### src/rtl/apb_mem_slave.sv
//------------------------------------------------------------------------------
// apb_mem_slave : APB word-addressed memory slave, WAIT_STATES access stalls.
// Define APB_MEM_PSLVERR_EN to flag out-of-range accesses on PSLVERR. Rev 1.0
//------------------------------------------------------------------------------
`default_nettype none

module apb_mem_slave #(
  parameter int DATA_W      = 8,
  parameter int ADDR_W      = 8,
  parameter int DEPTH       = 64,
  parameter int WAIT_STATES = 0
) (
  input  logic              PCLK,
  input  logic              PRESET,
  input  logic              PSEL,
  input  logic              PENABLE,
  input  logic              PWRITE,
  input  logic [ADDR_W-1:0] PADDR,
  input  logic [DATA_W-1:0] PWDATA,
  output logic [DATA_W-1:0] PRDATA,
  output logic              PREADY,
  output logic              PSLVERR
);

  localparam int              IDX_W   = (DEPTH > 1) ? $clog2(DEPTH) : 1;
  localparam logic [ADDR_W:0] DEPTH_C = (ADDR_W+1)'(DEPTH);
  localparam logic [3:0]      WAIT_C  = 4'(WAIT_STATES);

  typedef enum logic [0:0] {
    IDLE   = 1'b0,
    ACCESS = 1'b1
  } state_t;

  state_t            state_q, state_d;
  logic [3:0]        cnt_q, cnt_d;
  logic [ADDR_W-1:0] addr_q, addr_d;
  logic              write_q, write_d;
  logic [DATA_W-1:0] wdata_q, wdata_d;
  logic [DATA_W-1:0] prdata_q, prdata_d;
  logic              pready_q, pready_d;
  logic              pslverr_q, pslverr_d;

  logic [DATA_W-1:0] mem [DEPTH];

  logic setup_w;
  logic complete_w;
  logic paddr_ok_w;
  logic addr_ok_w;
  logic mem_we_w;

  assign setup_w    = PSEL & ~PENABLE;
  assign complete_w = (state_q == ACCESS) & PSEL & PENABLE & (cnt_q == 4'd0);
  assign paddr_ok_w = ({1'b0, PADDR} < DEPTH_C);
  assign addr_ok_w  = ({1'b0, addr_q} < DEPTH_C);
  assign mem_we_w   = complete_w & write_q & addr_ok_w & ~PRESET;

  always_comb begin
    state_d   = state_q;
    cnt_d     = cnt_q;
    addr_d    = addr_q;
    write_d   = write_q;
    wdata_d   = wdata_q;
    prdata_d  = prdata_q;
    pslverr_d = 1'b0;

    // A setup phase restarts the transfer from either state, dropping any
    // transfer still in its access phase.
    if (setup_w) begin
      state_d = ACCESS;
      cnt_d   = WAIT_C;
      addr_d  = PADDR;
      write_d = PWRITE;
      wdata_d = PWDATA;
      if (!PWRITE) begin
        prdata_d = paddr_ok_w ? mem[PADDR[IDX_W-1:0]] : '0;
      end
    end else if (state_q == ACCESS) begin
      if (!PSEL || (cnt_q == 4'd0)) begin
        state_d = IDLE;
        cnt_d   = 4'd0;
      end else begin
        cnt_d = cnt_q - 4'd1;
      end
    end

    pready_d = (state_d == ACCESS) && (cnt_d == 4'd0);
`ifdef APB_MEM_PSLVERR_EN
    pslverr_d = pready_d && ({1'b0, addr_d} >= DEPTH_C);
`endif
  end

  always_ff @(posedge PCLK or posedge PRESET) begin
    if (PRESET) begin
      state_q   <= IDLE;
      cnt_q     <= 4'd0;
      addr_q    <= '0;
      write_q   <= 1'b0;
      wdata_q   <= '0;
      prdata_q  <= '0;
      pready_q  <= 1'b0;
      pslverr_q <= 1'b0;
    end else begin
      state_q   <= state_d;
      cnt_q     <= cnt_d;
      addr_q    <= addr_d;
      write_q   <= write_d;
      wdata_q   <= wdata_d;
      prdata_q  <= prdata_d;
      pready_q  <= pready_d;
      pslverr_q <= pslverr_d;
    end
  end

  // Storage is deliberately left out of reset.
  always_ff @(posedge PCLK) begin
    if (mem_we_w) begin
      mem[addr_q[IDX_W-1:0]] <= wdata_q;
    end
  end

  assign PRDATA  = prdata_q;
  assign PREADY  = pready_q;
  assign PSLVERR = pslverr_q;

endmodule

`default_nettype wire

### config.mk
export PLATFORM = sky130hd
export DESIGN_NAME = apb_mem_slave
export DESIGN_NICKNAME = d
export VERILOG_FILES = /design/src/rtl/apb_mem_slave.sv
export SDC_FILE = /design/constraint.sdc
export NUM_CORES = 1
export LEC_CHECK = 0
export ABC_AREA = 1
export CORE_MARGIN = 3
export CORE_UTILIZATION = 40
export DETAILED_ROUTE_END_ITERATION = 12
export SLEW_MARGIN = 40
export SYNTH_ARGS = -nofsm -noshare
export SYNTH_HDL_FRONTEND = slang
export SYNTH_SLANG_ARGS = --single-unit
### constraint.sdc
create_clock -name PCLK -period 3 [get_ports PCLK]
set_clock_uncertainty 0.15 [all_clocks]
set_input_delay 0.3 -clock PCLK [delete_from_list [all_inputs] [get_ports PCLK]]
set_output_delay 0.3 -clock PCLK [all_outputs]
set_load 0.02 [all_outputs]
-- Word level (Yosys, flattened, before mapping)
Memory sizes are Yosys's and may differ from the RTL's.
Cells that the tools add are included.
- memories: 1
- memory bits (writable): 512
- input port bits: 21
- bits in registers: 31
- memories (name ; depth ; width ; rd ports ; clocked after Yosys merged registers in ; wr ports ; RTL line ; text):
    mem ; 64 ; 8 ; 1 ; 0 ; 1 ; 43 ; logic [DATA_W-1:0] mem [DEPTH];
- mux-type cells: 9
- order comparisons: 2
- reduce and logical (&&, ||, !) cells: 6
- bitwise gates (word level): 10
- add/subtract/negate cells: 1
- operators by type and width (kind ; count):
    < comparator 8 x 7 -> 1 bit (second input constant) ; 2
    2-to-1 mux 4 bit ; 3
    logical NOT 4 bit ; 2
    2-to-1 mux 8 bit ; 1
    bitwise AND 1 bit ; 7
    2-to-1 mux 1 bit ; 5
    subtractor 4 x 1 -> 4 bit (second input constant) ; 1
    NOT 1 bit ; 3
    AND reduction 2 bit ; 1
    logical AND 1 bit ; 1
    logical NOT 1 bit ; 1
    logical OR 1 bit ; 1

-- Logic depth before layout (Yosys ltp)
- depth after elaboration: 8
- mapped depth: 14

-- Worst setup path after synthesis
Ideal clock, no wire load.
- kind: reg-to-reg
- from: register cnt_q[0]
- to: memory mem[11][0], enable pin
- slack: 0.773 ns
- buffers on the path: 0
- data arrival time: 1.707 ns
- stages on the path, launching flop included: 9
- cell sequence: dfrtp_1 -> inv_1 -> ha_1 -> inv_1 -> nor3_1 -> nand2_1 -> nor2_1 -> nand3_1 -> nor2_1
- word-level cells in the longest chain between the ends: 7
- ends and longest elaborated chain (item ; RTL line ; text):
    from (decl) ; 35 ; logic [3:0] cnt_q, cnt_d;
    from (signal assigned) ; 104 ; cnt_q <= cnt_d;
    logical NOT 4 bit ; 52 ; assign complete_w = (state_q == ACCESS) & PSEL & PENABLE & (cnt_q == 4'd0);
    bitwise AND 1 bit ; 52 ;
    bitwise AND 1 bit (3 in series) ; 55 ; assign mem_we_w = complete_w & write_q & addr_ok_w & ~PRESET;
    2-to-1 mux 1 bit ; 116 ; if (mem_we_w) begin
    2-to-1 mux 1 bit (not written as such) ; 117 ; mem[addr_q[IDX_W-1:0]] <= wdata_q;
    to (decl) ; 43 ;
Every way passes these cells.

-- Final worst setup path
- from: register cnt_q[0]
- to: memory mem[17][5], enable pin
Same word-level chain as after synthesis.

==> impl_metrics.csv <==
group,metric,value,unit
sta,finalHoldViolCount,0,
synthesis,synthDistinctLibCells,27,
placed_design,dp_hpwl,34.9,mm
sta,worst_pin_slew,803,ps
layout,final_area,0.0257,mm²
detailed_routing,routed_wl,57.1,mm
placed_design,routabilityCongestion,0.843,
clocking,clock-sinks,543,
detailed_routing,wl_per_cell,20.3,µm
power,p_sw_share,23.5,%
global_routing,grt_pass1_wl,87.0,mm
global_routing,grtUsageTotal,19.4,%
sta,setup_tns,0,ps
sta,clock.fmax,379,MHz
power,combPwrFrac,8.1,%
power,p_switching,3.94,mW
clocking,cts_resized,0,
hold_path,hold_path.startpoint,"PWDATA[7]",
detailed_routing,detail-route-antenna-nets,0,
sta,slew_headroom,46.5,%
floorplan,core,0.0546,mm²
power,ir_worst_vdd,0.000429,V
placed_design,dp.cells,2703,
power,p_per_area,654,mW/mm²
worst_setup_path,worstPathRequired,3160,ps
detailed_routing,firstDrtPassIters,6,
sta,post-route-min-period,2640,ps
outcome,status,"completed",
placed_design,port_buffers,29,
clocking,cts_made_buffers,55,
floorplan,dieWidth,242,µm
sta,fin_hold_ws,91.9,ps
worst_setup_path,end_kind,"register",
floorplan,fp.dieH,242,µm
worst_setup_path,startpoint,"cnt_q[0]",
synthesis,syn-mean-instance-area,11.5,µm²
floorplan,die-area,0.0587,mm²
floorplan,initial_utilization,40.9,%
power,p_seq_share,51.6,%
worst_setup_path,cp_data_arrival_time,2800,ps
synthesis,synthCells,1937,
synthesis,yosysWarnings,0,
global_routing,grt_pass1_vias,14600,
floorplan,io_pins,31,
clocking,clock_path_buffers,3,
sta,setup_viol,0,
power,finalPower,16.8,mW
sta,slew_violations,0,
synthesis,synth.top_cell.area_share,68.8,%
clocking,h-tree-depth,2,
detailed_routing,drc,0,
detailed_routing,viasPerCell,5.24,
sta,timing.final.crit_share,88.1,%
global_routing,antenna_found_initial,0,
worst_setup_path,start_kind,"register",
synthesis,yosysSeqAreaShare,72.3,%
power,internal_power,12.9,mW
synthesis,synthesis.nets,1959,
power,leakagePower,9.52,nW
clocking,root_buffer,"clkbuf_16",
layout,drive_gt1_share,10.2,%
detailed_routing,vias,14700,
worst_setup_path,crit_fanout,8,
global_routing,grt_overflow_total,0,
clocking,clk_pin_slew_worst_paths,60,ps
layout,stdcell_count,2806,
hold_path,hold_path.class,"in2reg",
flow_run,cap_violations,0,
layout,syn_to_final_growth,14.9,%
sta,rsz0062_at_grt,"false",
layout,insertedDiodeCount,0,
detailed_routing,first_iter_violations,1486,
synthesis,synth-seq-cells,543,
layout,nNetsFinal,2045,
synthesis,synth_largest_area_cell,"edfxtp_1",
clocking,clk_latency,600,ps
floorplan,std_cell_rows,85,
clocking,tritoncts,"done",
worst_setup_path,reg2reg_from,"cnt_q[0]",
global_routing,grt_max_degree,105,
synthesis,netlist_area,0.0223,mm²
synthesis,synth.area.top_cells,"edfxtp_1 69%, nand2_1 12%, nand3_1 10%",
placed_design,place_area,0.0238,mm²
worst_setup_path,path_class,"reg2reg",
power,clkPwrFrac,40.3,%
clocking,cts_setup_buffers,0,
[worst paths after layout]
check | depth (start not counted) | to | slack (ps)
worst max register to register | 10 | mem[17][5] | 360
worst min register to register | 2 | PRDATA[1] | 330
worst max-delay path | 10 | mem[17][5] | 360
min in group asynchronous | 4 | wdata_q[6] | 460
max in group asynchronous | 4 | wdata_q[7] | 1940
worst min-delay path | 3 | wdata_q[7] | 90
[critical path: stages, from the launching register on]
cell	delay (ps)
dfrtp_1	400
inv_1	80
ha_1	170
inv_1	60
nor3_1	230
nand2_1	210
nor2_1	250
nand3_1	150
buf_4	200
nor2_1	210
buf_4	230
[metal layers]
metal	track usage [%]	up-vias	part of all wire (%)
met2	31.5	577	47
met1	26.2	7104	42
met4	7.71	0	3.4
li1	-	6909	-
met3	3.11	117	7.3
met5	0	-	0
[layout by cell type (no fill, tap or decap), drive strengths merged, types with 2 or more instances in the layout]
cell type,n
clkbuf,68
dfrtp,31
clkinv,24
buf,114
nand3,451
nor2,73
dlygate4sd3,2
nand2,712
o21ai,7
clkinvlp,4
edfxtp,512
a21oi,3
nor3,2
nor4,3
bufinv,5
clkdlybuf4s50,26
inv,24
[synthesized netlist by cell type]
master	n
o21ai_0	7
buf_1	9
buf_8	1
nor2_2	1
o21bai_1	1
nor3_1	2
o22ai_1	1
ha_1	1
inv_2	1
buf_12	1
inv_4	1
nand2_1	712
conb_1	1
nand3_1	451
edfxtp_1	512
clkbuf_1	7
inv_1	22
buf_6	28
and3_1	1
buf_2	62
nand4_1	1
dfrtp_1	31
nor4_2	1
buf_4	5
nor4_1	2
nor2_1	72
a21oi_1	3
[sequential cells by signal, summed over array words and instances (netlist names)]
register,count
mem,512
PRDATA,8
addr_q,8
wdata_q,8
cnt_q,4
PREADY,1
state_q,1
write_q,1
[cells by family (layout without fill, tap and decap cells)]
group	after synthesis	count (layout)	share of synthesized area, %
adder cells (fa/ha/maj)	1	1	0.0560
other	1	1	0.0168
AO/OA/AOI/OAI	12	12	0.286
AND/OR/NAND/NOR	1243	1243	23.5
flip-flops	543	543	72.3
buffers and inverters	137	267	3.81
[power groups by stage]
stage          sequential (mW)  clock (mW)  combinational (mW)
2_1_floorplan             8.88           0               0.683
3_3_place_gp              8.83           0                1.35
3_5_place_dp              8.83           0                1.36
4_1_cts                   8.67        6.90                1.37
5_1_grt                   8.68        7.19                1.49
6_report                  8.67        6.77                1.36
[per-stage QoR]
stage	util (%)	setup slack [ps]
final	47.0	358
after global routing	47.0	212
after CTS	47.0	396
after detailed placement	43.7	233
after global placement	43.7	211
after floorplan	-	773
[what timing repair did]
item                                    in CTS  in global routing
endpoints found under the setup margin       0                  0
hold endpoints to repair                    32                  0
hold buffers                                 2                  0
[area by class of cell]
type | count | area (µm²)
fillers | 4866 | 28900
flip-flops and latches | 543 | 16200
multi-input cells | 1257 | 5330
clock buffers | 68 | 1500
repair buffers | 142 | 1350
well taps | 739 | 925
clock inverters | 33 | 294
inverters | 24 | 97.6
Note: power is estimated with default switching activity, not from simulation.
